File: config.mk
export PLATFORM = sky130hd
export DESIGN_NAME = dct_block_scheduler
export DESIGN_NICKNAME = d
export VERILOG_FILES = /design/src/rtl/dct_block_scheduler_pkg.sv /design/src/rtl/dct_sched_watchdog.sv /design/src/rtl/dct_block_scheduler.sv
export SDC_FILE = /design/constraint.sdc
export NUM_CORES = 1
export LEC_CHECK = 0
export CAP_MARGIN = 40
export CORE_AREA = 5 5 52 72
export CTS_BUF_LIST = sky130_fd_sc_hd__clkbuf_4 sky130_fd_sc_hd__clkbuf_8 sky130_fd_sc_hd__clkbuf_16
export DETAILED_ROUTE_END_ITERATION = 16
export DIE_AREA = 0 0 57 77
export PLACE_DENSITY_LB_ADDON = 0.05
export SLEW_MARGIN = 30
export SYNTH_ARGS = -nofsm -noshare
export SYNTH_HDL_FRONTEND = slang
export SYNTH_HIERARCHICAL = 1
export SYNTH_SLANG_ARGS = --single-unit
File: constraint.sdc
create_clock -name clock -period 4.3 [get_ports clock]
set_clock_uncertainty 0.1 [all_clocks]
set_input_delay 0.43 -clock clock [delete_from_list [all_inputs] [get_ports clock]]
set_output_delay 0.43 -clock clock [all_outputs]
set_load 0.1 [all_outputs]
File: src/rtl/dct_block_scheduler_pkg.sv
// rtl/dct_block_scheduler_pkg.sv - shared types and defaults for the DCT block scheduler
// Purpose : scheduler state encoding, parameter defaults and block geometry.
// Ports   : none (package).
package dct_block_scheduler_pkg;

    typedef enum logic [1:0] {
        ST_IDLE      = 2'd0,
        ST_RESET_DCT = 2'd1,
        ST_RUN       = 2'd2
    } sched_state_e;

    localparam int NUM_SLOTS_DEF      = 4;
    localparam int RESET_HOLD_DEF     = 2;
    localparam int TIMEOUT_CYCLES_DEF = 1024;

    // Bytes per source slot; the engine's 6-bit fetch address spans one slot.
    localparam int BLOCK_SIZE = 64;

    // Output ping-pong banks.
    localparam int NUM_BANKS = 2;

endpackage

File: src/rtl/dct_sched_watchdog.sv
// rtl/dct_sched_watchdog.sv - RUN-state timeout counter for the DCT block scheduler
// Purpose : counts consecutive cycles spent in RUN and flags expiry on the
//           TIMEOUT_CYCLES-th such cycle. Counter returns to zero whenever
//           the scheduler is outside RUN, so every RUN entry starts fresh.
// Ports   : clock      - rising-edge clock
//           nreset     - asynchronous active-low reset
//           run_i      - scheduler is in RUN this cycle
//           expired_o  - this is the last permitted RUN cycle
module dct_sched_watchdog
    import dct_block_scheduler_pkg::*;
#(
    parameter int TIMEOUT_CYCLES = TIMEOUT_CYCLES_DEF
) (
    input  logic clock,
    input  logic nreset,
    input  logic run_i,
    output logic expired_o
);

    localparam int CW = $clog2(TIMEOUT_CYCLES + 1);

    logic [CW-1:0] cnt_q;
    logic [CW-1:0] cnt_d;

    assign expired_o = run_i && (cnt_q == CW'(TIMEOUT_CYCLES - 1));

    always_comb begin
        cnt_d = cnt_q;
        if (!run_i) begin
            cnt_d = '0;
        end else if (!expired_o) begin
            cnt_d = cnt_q + CW'(1);
        end
    end

    always_ff @(posedge clock or negedge nreset) begin
        if (!nreset) begin
            cnt_q <= '0;
        end else begin
            cnt_q <= cnt_d;
        end
    end

endmodule

File: src/rtl/dct_block_scheduler.sv
// rtl/dct_block_scheduler.sv - slot/bank scheduler driving a DCT engine
// Purpose : tracks source slots written by upstream, runs the DCT engine
//           once per pending slot (reset pulse, then run until finished),
//           and ping-pongs the two output banks with downstream.
//           Optional RUN watchdog enabled by defining DCT_SCHED_TIMEOUT_EN.
// Ports   : clock, nreset                       - clock, async active-low reset
//           in_block_valid, in_slot, in_full,
//           overflow                            - upstream slot handshake
//           dct_nreset, dct_finished,
//           src_slot, dst_bank                  - DCT engine control/addressing
//           out_bank, out_block_valid,
//           out_block_ack                       - downstream bank handshake
//           busy, blocks_done, timeout_err      - status
module dct_block_scheduler
    import dct_block_scheduler_pkg::*;
#(
    parameter int NUM_SLOTS      = NUM_SLOTS_DEF,
    parameter int RESET_HOLD     = RESET_HOLD_DEF,
    parameter int TIMEOUT_CYCLES = TIMEOUT_CYCLES_DEF
) (
    input  logic                         clock,
    input  logic                         nreset,
    input  logic                         in_block_valid,
    output logic [$clog2(NUM_SLOTS)-1:0] in_slot,
    output logic                         in_full,
    output logic                         overflow,
    output logic                         dct_nreset,
    input  logic                         dct_finished,
    output logic [$clog2(NUM_SLOTS)-1:0] src_slot,
    output logic                         dst_bank,
    output logic                         out_bank,
    output logic                         out_block_valid,
    input  logic                         out_block_ack,
    output logic                         busy,
    output logic [15:0]                  blocks_done,
    output logic                         timeout_err
);

    localparam int SW = $clog2(NUM_SLOTS);
    localparam int CW = $clog2(NUM_SLOTS + 1);
    localparam int HW = $clog2(RESET_HOLD + 1);

    if (NUM_SLOTS < 2 || NUM_SLOTS > 8 || (NUM_SLOTS & (NUM_SLOTS - 1)) != 0 ||
        RESET_HOLD < 1 || TIMEOUT_CYCLES < 1) begin : g_param_check
        $error("dct_block_scheduler: illegal parameter value");
    end

    sched_state_e  state_q;
    logic [CW-1:0] cnt_q, cnt_d;
    logic [1:0]    banks_q, banks_d;
    logic [SW-1:0] in_slot_q;
    logic [SW-1:0] src_slot_q;
    logic          dst_bank_q;
    logic          out_bank_q;
    logic          overflow_q;
    logic          dct_nreset_q;
    logic [15:0]   blocks_done_q;
    logic [HW-1:0] hold_q;

    logic accept;
    logic retire;
    logic drop;
    logic ack_take;
    logic wd_expired;

    // Upstream writes are refused outright when every slot is pending; a
    // retire in the same cycle does not make room until the next cycle.
    assign accept   = in_block_valid && (cnt_q != CW'(NUM_SLOTS));
    assign retire   = (state_q == ST_RUN) && dct_finished;
    // A finishing engine beats a simultaneous watchdog expiry.
    assign drop     = (state_q == ST_RUN) && !dct_finished && wd_expired;
    assign ack_take = out_block_ack && (banks_q != 2'd0);

`ifdef DCT_SCHED_TIMEOUT_EN
    logic timeout_err_q;

    dct_sched_watchdog #(
        .TIMEOUT_CYCLES(TIMEOUT_CYCLES)
    ) u_watchdog (
        .clock    (clock),
        .nreset   (nreset),
        .run_i    (state_q == ST_RUN),
        .expired_o(wd_expired)
    );

    always_ff @(posedge clock or negedge nreset) begin
        if (!nreset) begin
            timeout_err_q <= 1'b0;
        end else if (drop) begin
            timeout_err_q <= 1'b1;
        end
    end

    assign timeout_err = timeout_err_q;
`else
    assign wd_expired  = 1'b0;
    assign timeout_err = 1'b0;
`endif

    always_comb begin
        cnt_d   = cnt_q + CW'(accept) - CW'(retire || drop);
        banks_d = banks_q + 2'(retire) - 2'(ack_take);
    end

    always_ff @(posedge clock or negedge nreset) begin
        if (!nreset) begin
            state_q       <= ST_IDLE;
            cnt_q         <= '0;
            banks_q       <= '0;
            in_slot_q     <= '0;
            src_slot_q    <= '0;
            dst_bank_q    <= 1'b0;
            out_bank_q    <= 1'b0;
            overflow_q    <= 1'b0;
            dct_nreset_q  <= 1'b0;
            blocks_done_q <= '0;
            hold_q        <= '0;
        end else begin
            cnt_q   <= cnt_d;
            banks_q <= banks_d;
            if (accept) begin
                in_slot_q <= in_slot_q + SW'(1);
            end
            if (in_block_valid && !accept) begin
                overflow_q <= 1'b1;
            end
            if (ack_take) begin
                out_bank_q <= ~out_bank_q;
            end

            case (state_q)
                ST_IDLE: begin
                    dct_nreset_q <= 1'b0;
                    if (cnt_q != '0 && banks_q < 2'(NUM_BANKS)) begin
                        state_q <= ST_RESET_DCT;
                        hold_q  <= '0;
                    end
                end
                ST_RESET_DCT: begin
                    if (hold_q == HW'(RESET_HOLD - 1)) begin
                        state_q      <= ST_RUN;
                        dct_nreset_q <= 1'b1;
                    end else begin
                        hold_q <= hold_q + HW'(1);
                    end
                end
                ST_RUN: begin
                    if (retire || drop) begin
                        state_q      <= ST_IDLE;
                        dct_nreset_q <= 1'b0;
                        src_slot_q   <= src_slot_q + SW'(1);
                    end
                    if (retire) begin
                        dst_bank_q    <= ~dst_bank_q;
                        blocks_done_q <= blocks_done_q + 16'd1;
                    end
                end
                default: begin
                    state_q      <= ST_IDLE;
                    dct_nreset_q <= 1'b0;
                end
            endcase
        end
    end

    assign in_slot         = in_slot_q;
    assign in_full         = (cnt_q == CW'(NUM_SLOTS));
    assign overflow        = overflow_q;
    assign dct_nreset      = dct_nreset_q;
    assign src_slot        = src_slot_q;
    assign dst_bank        = dst_bank_q;
    assign out_bank        = out_bank_q;
    assign out_block_valid = (banks_q != 2'd0);
    assign busy            = (state_q != ST_IDLE);
    assign blocks_done     = blocks_done_q;

endmodule
### Word level (Yosys, flattened, before mapping)

Cells that the tools add are included.

| word-level totals | value |
|---|---|
| flip-flop bits (word level) | 33 |
| bits in latches | 0 |
| memory bits (writable) | 0 |
| memory bits (read-only) | 0 |
| input port bits | 5 |
| output and inout bits | 28 |
| word-level logic and storage cells | 56 |
| memories | 0 |

| cells by class | value |
|---|---|
| add/sub/neg operators | 8 |
| $mul | 0 |
| div/mod/pow operators | 0 |
| magnitude comparators | 1 |
| equal/unequal tests | 9 |
| shift operators | 0 |
| mux-type cells | 10 |
| bitwise logic cells | 2 |
| reductions and logical operators | 15 |

Operators with widths:

| cell | number |
|---|---|
| adder 16 x 1 -> 16 bit, second input constant | 1 |
| 2-to-1 mux 2 bit | 5 |
| != test 2 bit, second input constant | 4 |
| adder 2 x 1 -> 2 bit, second input constant | 3 |
| one-hot mux 2 bit (3 select lines) | 1 |
| AND reduction 3 bit | 2 |
| nonzero test 2 bit | 3 |
| logical AND 1 bit | 5 |
| == test 2 x 1 -> 1 bit, second input constant | 2 |
| one-hot mux 2 bit (2 select lines) | 1 |
| AND reduction 2 bit | 2 |
| adder 3 x 1 -> 3 bit | 1 |
| == test 3 bit, second input constant | 1 |
| != test 3 bit, second input constant | 1 |
| nonzero test 3 bit | 1 |
| subtractor 3 x 1 -> 3 bit | 1 |
| adder 2 x 1 -> 2 bit | 1 |
| == test 2 bit, second input constant | 1 |
| logical NOT 2 bit | 1 |
| < comparator 2 bit, second input constant | 1 |
| 2-to-1 mux 1 bit | 2 |
| inverter 1 bit | 2 |
| one-hot mux 1 bit (2 select lines) | 1 |
| subtractor 2 x 1 -> 2 bit | 1 |
| logical NOT 1 bit | 1 |

### Longest topological paths before layout

Gate-level depths: netlist of run 1.

| depth | value |
|---|---|
| word-level depth | 4 |
| mapped depth | 9 |
| depth with buffers taken out | 9 |

### Worst setup path before layout of run 1

Ideal clock, no wire load.

| timing path | value |
|---|---|
| path kind | register to register |
| start point | register blocks_done_q[0], in the netlist blocks_done[0] |
| end point | register blocks_done_q[8], in the netlist blocks_done[8] |
| library setup time | 160 ps |
| arrival time | 1877 ps |
| required time | 4040 ps |
| slack | 2163 ps |
| cell stages (with the launch flop) | 6 |
| buffers on the path | 0 |
| period minus slack after synthesis | 2137 ps |
| path through | dfrtp_1 > ha_1 > nand2_1 > nor3_2 > nand3_1 > xnor2_1 |

| between the ends | value |
|---|---|
| longest elaborated chain between the ends | 1 |

RTL lines:

| item | RTL line | RTL |
|---|---|---|
| from (decl) | dct_block_scheduler.sv:57 | `logic [15:0] blocks_done_q;` |
| from (signal assigned) | dct_block_scheduler.sv:155 | `blocks_done_q <= blocks_done_q + 16'd1;` |
| adder 16 x 1 -> 16 bit | dct_block_scheduler.sv:155 |  |

Every way passes these cells.
A chain may end at the register's enable or synchronous reset.

### Final worst setup path of run 1

| timing path | value |
|---|---|
| start point | input port dct_finished |
| end point | register cnt_q[2] |

| between the ends | value |
|---|---|
| longest elaborated chain between the ends | 2 |

RTL lines:

| item | RTL line | RTL |
|---|---|---|
| from (decl) | dct_block_scheduler.sv:28 | `input logic dct_finished,` |
| logical AND 1 bit | dct_block_scheduler.sv:69 | `assign retire = (state_q == ST_RUN) && dct_finished;` |
| subtractor 3 x 1 -> 3 bit | dct_block_scheduler.sv:101 | `cnt_d = cnt_q + CW'(accept) - CW'(retire \|\| drop);` |
| named net cnt_d[2] | dct_block_scheduler.sv:49 | `logic [CW-1:0] cnt_q, cnt_d;` |
| to (signal assigned) | dct_block_scheduler.sv:119 | `cnt_q <= cnt_d;` |
| to (decl) | dct_block_scheduler.sv:49 |  |

The timed path passes the listed nets, and every way through them passes these cells.

==> results of run 1 <==
per-stage QoR:
step           utilization  worst slack (ps)  total power (uW)
2_1_floorplan            -              2160              1210
3_3_place_gp         0.610              1740              1390
3_5_place_dp         0.742              1650              1640
4_1_cts              0.772              1940              1890
5_1_grt              0.772              1870              1960
6_report             0.772              1970              1870
area by class of cell:
cell class	instances	area [sq um]
multi-input combinational	84	642
clock buffer	8	91.3
inverter	9	33.8
fill	207	698
sequential	33	826
timing repair buffer	59	723
tap	39	48.8
kinds of logic (layout without fill, tap and decap cells):
| kind of cell | count (synthesis) | after routing | share of synthesized area |
|---|---|---|---|
| compound gates | 6 | 6 | 0.0263 |
| mux | 1 | 1 | 0.00658 |
| buf+inv | 11 | 76 | 0.0346 |
| xor+xnor | 25 | 25 | 0.144 |
| simple gates | 44 | 44 | 0.180 |
| fa+ha+maj | 7 | 7 | 0.0626 |
| other cells | 1 | 1 | 0.00247 |
| flops | 33 | 33 | 0.543 |
layout by cell type (no fill, tap or decap), types with 2 or more instances in the layout:
cell type,count
inv_1,9
xnor2_1,19
clkbuf_4,3
nand2b_1,2
nor2_1,3
o21ai_0,2
clkdlybuf4s50_1,31
buf_8,27
nand3_1,5
clkbuf_8,5
nand4_1,2
nor4_2,2
nor3_1,3
or2_2,2
xor2_1,6
nand2_1,15
dfrtp_1,33
ha_1,6
registers in the layout, summed over array words and instances (netlist names):
signal / count
blocks_done: 16
state_q: 2
banks_q: 2
src_slot: 2
cnt_q: 3
overflow: 1
hold_q: 2
out_bank: 1
in_slot: 2
dst_bank: 1
dct_nreset: 1
critical path, cell delays in order:
cell	delay, ps
clkdlybuf4s50_1	480
nand3b_4	200
inv_1	120
ha_1	290
inv_1	40
ha_1	180
fa_1	390
xnor2_1	180
xnor2_1	130
worst max-delay path by stage:
stage	slack, ps	end
CTS	1940	cnt_q[2]
finish	1970	cnt_q[2]
detailed placement	1650	cnt_q[2]
floorplan	2160	blocks_done[8]
global placement	1740	cnt_q[2]
global route	1870	cnt_q[2]
metal layers:
layer,part of all wire,vias to the layer above,global-route usage
met5,0,-,0
met2,0.54,23,0.276
met1,0.41,540,0.203
met3,0.035,7,0.0336
li1,-,544,-
met4,0.016,0,0.0650
power groups by stage:
stage,combinational (uW),sequential (uW),clock (uW)
finish,1130,496,238
global route,1190,514,260
CTS,1150,497,243
detailed placement,1140,500,0
global placement,893,495,0
floorplan,354,851,0
==> metrics.md, run 1 <==
| Metric | Value |
|---|---|
| Hpwl dp | 2450 microns |
| Nets@finish | 204 |
| Final ANT Viol Nets | 0 |
| Top cells by area, synth | dfrtp_1 (54%), xnor2_1 (11%), ha_1 (4.9%), nand2_1 (3.7%), xor2_1 (3.5%) |
| Reg-to-reg slack, setup | 2190 ps |
| Clock Latency Late Sink | 280 ps |
| Arr. time, crit path | 2440 ps |
| H-Tree Depth | 2 |
| Post-synth top area share | 0.543 |
| Die W | 57 microns |
| Reg2reg path depth | 8 |
| Lkg Pwr | 0.00109 uW |
| Clk Tree Root Cell | clkbuf_8 |
| CTS sink count | 33 |
| Clock slew at reported path FFs | 70 ps |
| Cts repair resizes | 0 |
| Cell area after synthesis | 1520 sq um |
| Power Dens Cells | 789 nW/um^2 |
| DRT Pass-1 Iters | 5 |
| Vias per cell | 4.80 |
| Power share of the combinational group | 0.607 |
| Unrepaired setup endpoints after global routing | no |
| Clk buf depth | 2 |
| Hold Crit Class | reg -> reg |
| Total grt overflow | 0 |
| Crit. Startpoint | dct_finished |
| Period utilization | 0.543 |
| Ys async rst share | 1.00 |
| Hold Path End | overflow |
| Yosys reg bits | 33 |
| F_max | 428 MHz |
| Core Region | 3060 sq um |
| Fin. Hold Viols | 0 |
| Maximum fanout along the worst path | 11 |
| Dpl cells | 224 |
| Syn_area_per_cell | 11.9 sq um |
| Min-Delay Path Depth | 1 |
| Synth cell count leaders | dfrtp_1 (33), xnor2_1 (19), nand2_1 (15), inv_1 (9) |
| GRT Overall Usage | 0.164 |
| Post-Syn Nets | 140 |
| Hold_buf cts | 0 |
| Crit. End Element | flip-flop |
| Worst setup SP type | input pin |
| Violation count after the first detailed-route iteration | 27 |
| Global-route wire length before repair | 5730 microns |
| Int Pwr | 971 uW |
| Switching power | 895 uW |
| Minimum clock period after layout | 2330 ps |
| EDFF count, synth | 0 |
| Initial core utilization | 0.496 |
| Synth unique cells | 33 |
| Initial antenna violation count | 0 |
| Die footprint | 4390 sq um |
| RR Endpoint | cnt_q[2] |
| Port bufs | 31 |
| Total number of vias | 1114 |
| Critical Setup Path Class | in -> reg |
| Sequential power share | 0.266 |
| Drt wl/cell | 13.5 microns |
| CTS Buf Count | 5 |
| Residual DRC | 0 |
| GP Congestion | 0.708 |
| Non-Filler Instances | 232 |
| RR Startpoint | state_q[1] |
| Post-synth top area cell | dfrtp_1 |
| Count leader, synth | dfrtp_1 |
| MaxCap Viol Count | 0 |
| Synth warn | 6 |
| Largest net degree at the start of global routing | 34 |
| Worst min-delay path startpoint | overflow |
| Design Area, Final | 2360 sq um |
| Routed Wire Length | 3130 microns |
| Max-slew violation count | 0 |
| Sequential fraction of the synthesis area | 0.543 |
| Endpoints failing setup | 0 |
| Share of layout cells above drive strength 1 | 0.238 |
| Setup TNS Final | 0 ps |
| Syn Inst Count | 128 |
| Cell row count | 24 |
| Worst EP required | 4400 ps |
| Clock share of power | 0.128 |
| Net Sw Frac | 0.480 |
| # IOs | 33 |
| Placed inst area | 2270 sq um |
| Post-CTS setup buffers | 0 |
| Main synth FF type | dfrtp_1 |
| Number of diodes | 0 |
| Worst VDD drop | 0.774 mV |
| Status | complete, no violations |
| Die height | 77 microns |
| P&R area growth vs syn | 55.6% |
| Vias in the first global route | 1301 |
| Hold Slack | 362 ps |
| TritonCTS clock tree | built |
Power figures use the tool's default switching activity.
==> run 2: changes to the inputs <==
CORE_AREA = 5 5 56 77   (was 5 5 52 72)
DIE_AREA = 0 0 61 82   (was 0 0 57 77)
clock period = 2 ns   (was 4.3 ns; I/O delays follow)
==> metrics.md, run 2 (synthesis gave the netlist of run 1 again) <==
| Metric | Value |
|---|---|
| Violation count after the first detailed-route iteration | 27 (unchanged) |
| Minimum clock period after layout | 1900 ps |
| Vias in the first global route | 1149 (-12%) |
| Clk Tree Root Cell | clkbuf_8 |
| Core Region | 3580 sq um (+17%) |
| Residual DRC | 0 (unchanged) |
| Nets@finish | 188 (-7.8%) |
| Worst EP required | 2070 ps (-2330 ps) |
| Initial antenna violation count | 0 (unchanged) |
| Hold_buf cts | 0 (unchanged) |
| Most common cell after layout, fill and taps aside | buf_4 |
| Hold Crit Class | in -> async |
| Initial core utilization | 0.425 (-0.0715) |
| Endpoints failing setup | 0 (unchanged) |
| TritonCTS clock tree | built |
| Drt wl/cell | 13.7 microns (+1.5%) |
| Period utilization | 0.950 |
| Total number of vias | 1041 (-6.6%) |
| Placed inst area | 1870 sq um (-18%) |
| Cell row count | 26 (+8.3%) |
| # IOs | 33 (unchanged) |
| Area of the multi-input gates | 684 sq um (+6.6%) |
| Design Area, Final | 2040 sq um (-14%) |
| Critical Setup Path Class | reg -> reg |
| Cell Chain, Critical Path | nor2_2 > nand2_2 > nand2_2 > ha_4 > inv_1 > ha_2 > fa_2 > xnor2_2 > xnor2_1 |
| CTS sink count | 33 (unchanged) |
| Hpwl dp | 2190 microns (-10%) |
| Most frequent cells in the layout | buf_4 (38), dfrtp_1 (23), xnor2_1 (17) |
| Global-route wire length before repair | 5250 microns (-8.4%) |
| GP Congestion | 0.705 (-0.31%) |
| Clock slew at reported path FFs | 70 ps (about the same) |
| CP max stage cell | dfrtp_1 |
| Crit. End Element | flip-flop |
| Slowest stage delay, CP | 370 ps (-110 ps) |
| Fillers | 319 (+54%) |
| GRT Overall Usage | 0.145 (-0.0195) |
| Max FFs per register | 16 (unchanged) |
| Die height | 82 microns (+6.5%) |
| CTS Buf Count | 5 (unchanged) |
| Fin. Hold Viols | 0 (unchanged) |
| Most numerous cell on the critical path | nand2_2 |
| P&R area growth vs syn | 34.2% |
| Storage element area | 838 sq um (+1.5%) |
| Final Util | 0.570 (-0.202) |
| Number of diodes | 0 (unchanged) |
| Port bufs | 31 (unchanged) |
| MaxCap Viol Count | 0 (unchanged) |
| Worst setup SP type | flip-flop |
| Total grt overflow | 0 (unchanged) |
| Share of layout cells above drive strength 1 | 0.429 (+0.191) |
| Largest net degree at the start of global routing | 34 (unchanged) |
| Die footprint | 5000 sq um (+14%) |
| Arr. time, crit path | 1970 ps (-470 ps) |
| Clk buf depth | 2 (unchanged) |
| Status | complete, no violations |
| Die W | 61 microns (+7.0%) |
| Final ANT Viol Nets | 0 (unchanged) |
| Clock Latency Late Sink | 290 ps (about the same) |
| Routed Wire Length | 3000 microns (-4.1%) |
| Vias per cell | 4.75 (-1.0%) |
| H-Tree Depth | 2 (unchanged) |
| Maximum fanout along the worst path | 2 (-9) |
| F_max | 526 MHz |
| DRT Pass-1 Iters | 4 (-1) |
| Max-slew violation count | 0 (unchanged) |
## run 2: timing repair
action | 4_1_cts | 5_1_grt
gates cloned | 0 | 0
endpoints found under the setup margin | 1 | 2
setup buffers | 3 | 3
endpoints found under the hold margin | 0 | 0
pin swaps | 2 | 5
resized for setup | 2 | 7
## run 2: per-layer routing
layer / share of wire / vias to the layer above / wire length (microns) / global-route usage
li1: - / 508 / - / -
met1: 0.37 / 503 / 1100 / 0.166
met2: 0.56 / 22 / 1670 / 0.243
met3: 0.048 / 8 / 143 / 0.0299
met4: 0.028 / 0 / 83 / 0.0846
met5: 0 / - / 0 / 0
## run 2: through the flow
step / instances / setup TNS, ps / setup WS (ps) / hold WS [ps]
after floorplan: 128 / 0 / 7.31 / -196
after global placement: 205 / -139 / -139 / 340
after detailed placement: 205 / -213 / -210 / 346
after CTS: 216 / 0 / 25.1 / 228
after global routing: 219 / -21.4 / -21.4 / 249
final: 219 / 0 / 99.1 / 219
## run 2: cell type report
| cell class | count | share of cell area |
|---|---|---|
| tap | 42 | 0.0258 |
| clock inverter | 2 | 0.00490 |
| sequential | 33 | 0.411 |
| multi-input combinational | 84 | 0.335 |
| clock buffer | 6 | 0.0374 |
| inverter | 9 | 0.0166 |
| timing repair buffer | 43 | 0.169 |
## run 2: critical path, delay by kind of cell (launching register included)
family / cells / cell delay, ps
flip-flops: 1 / 370
buffers and inverters: 1 / 30
AND/OR/NAND/NOR: 3 / 190
adder cells (fa/ha/maj): 3 / 800
XOR/XNOR: 2 / 270
## run 2: path summary, 6_finish.rpt
| path | from | end | slack (ps) | cells past startpoint |
|---|---|---|---|---|
| max | cnt_q[1] | cnt_q[2] | 100 | 9 |
| min | nreset | blocks_done[15] | 220 | 2 |
| max reg2reg | cnt_q[1] | cnt_q[2] | 100 | 9 |
| min reg2reg | overflow | overflow | 360 | 1 |
| max in group asynchronous | nreset | blocks_done[3] | 1250 | 2 |
| min in group clock | overflow | overflow | 360 | 1 |
Power of run 2 is not shown: default switching activity piles up to over one toggle a cycle in this logic, so the estimate is an artifact.
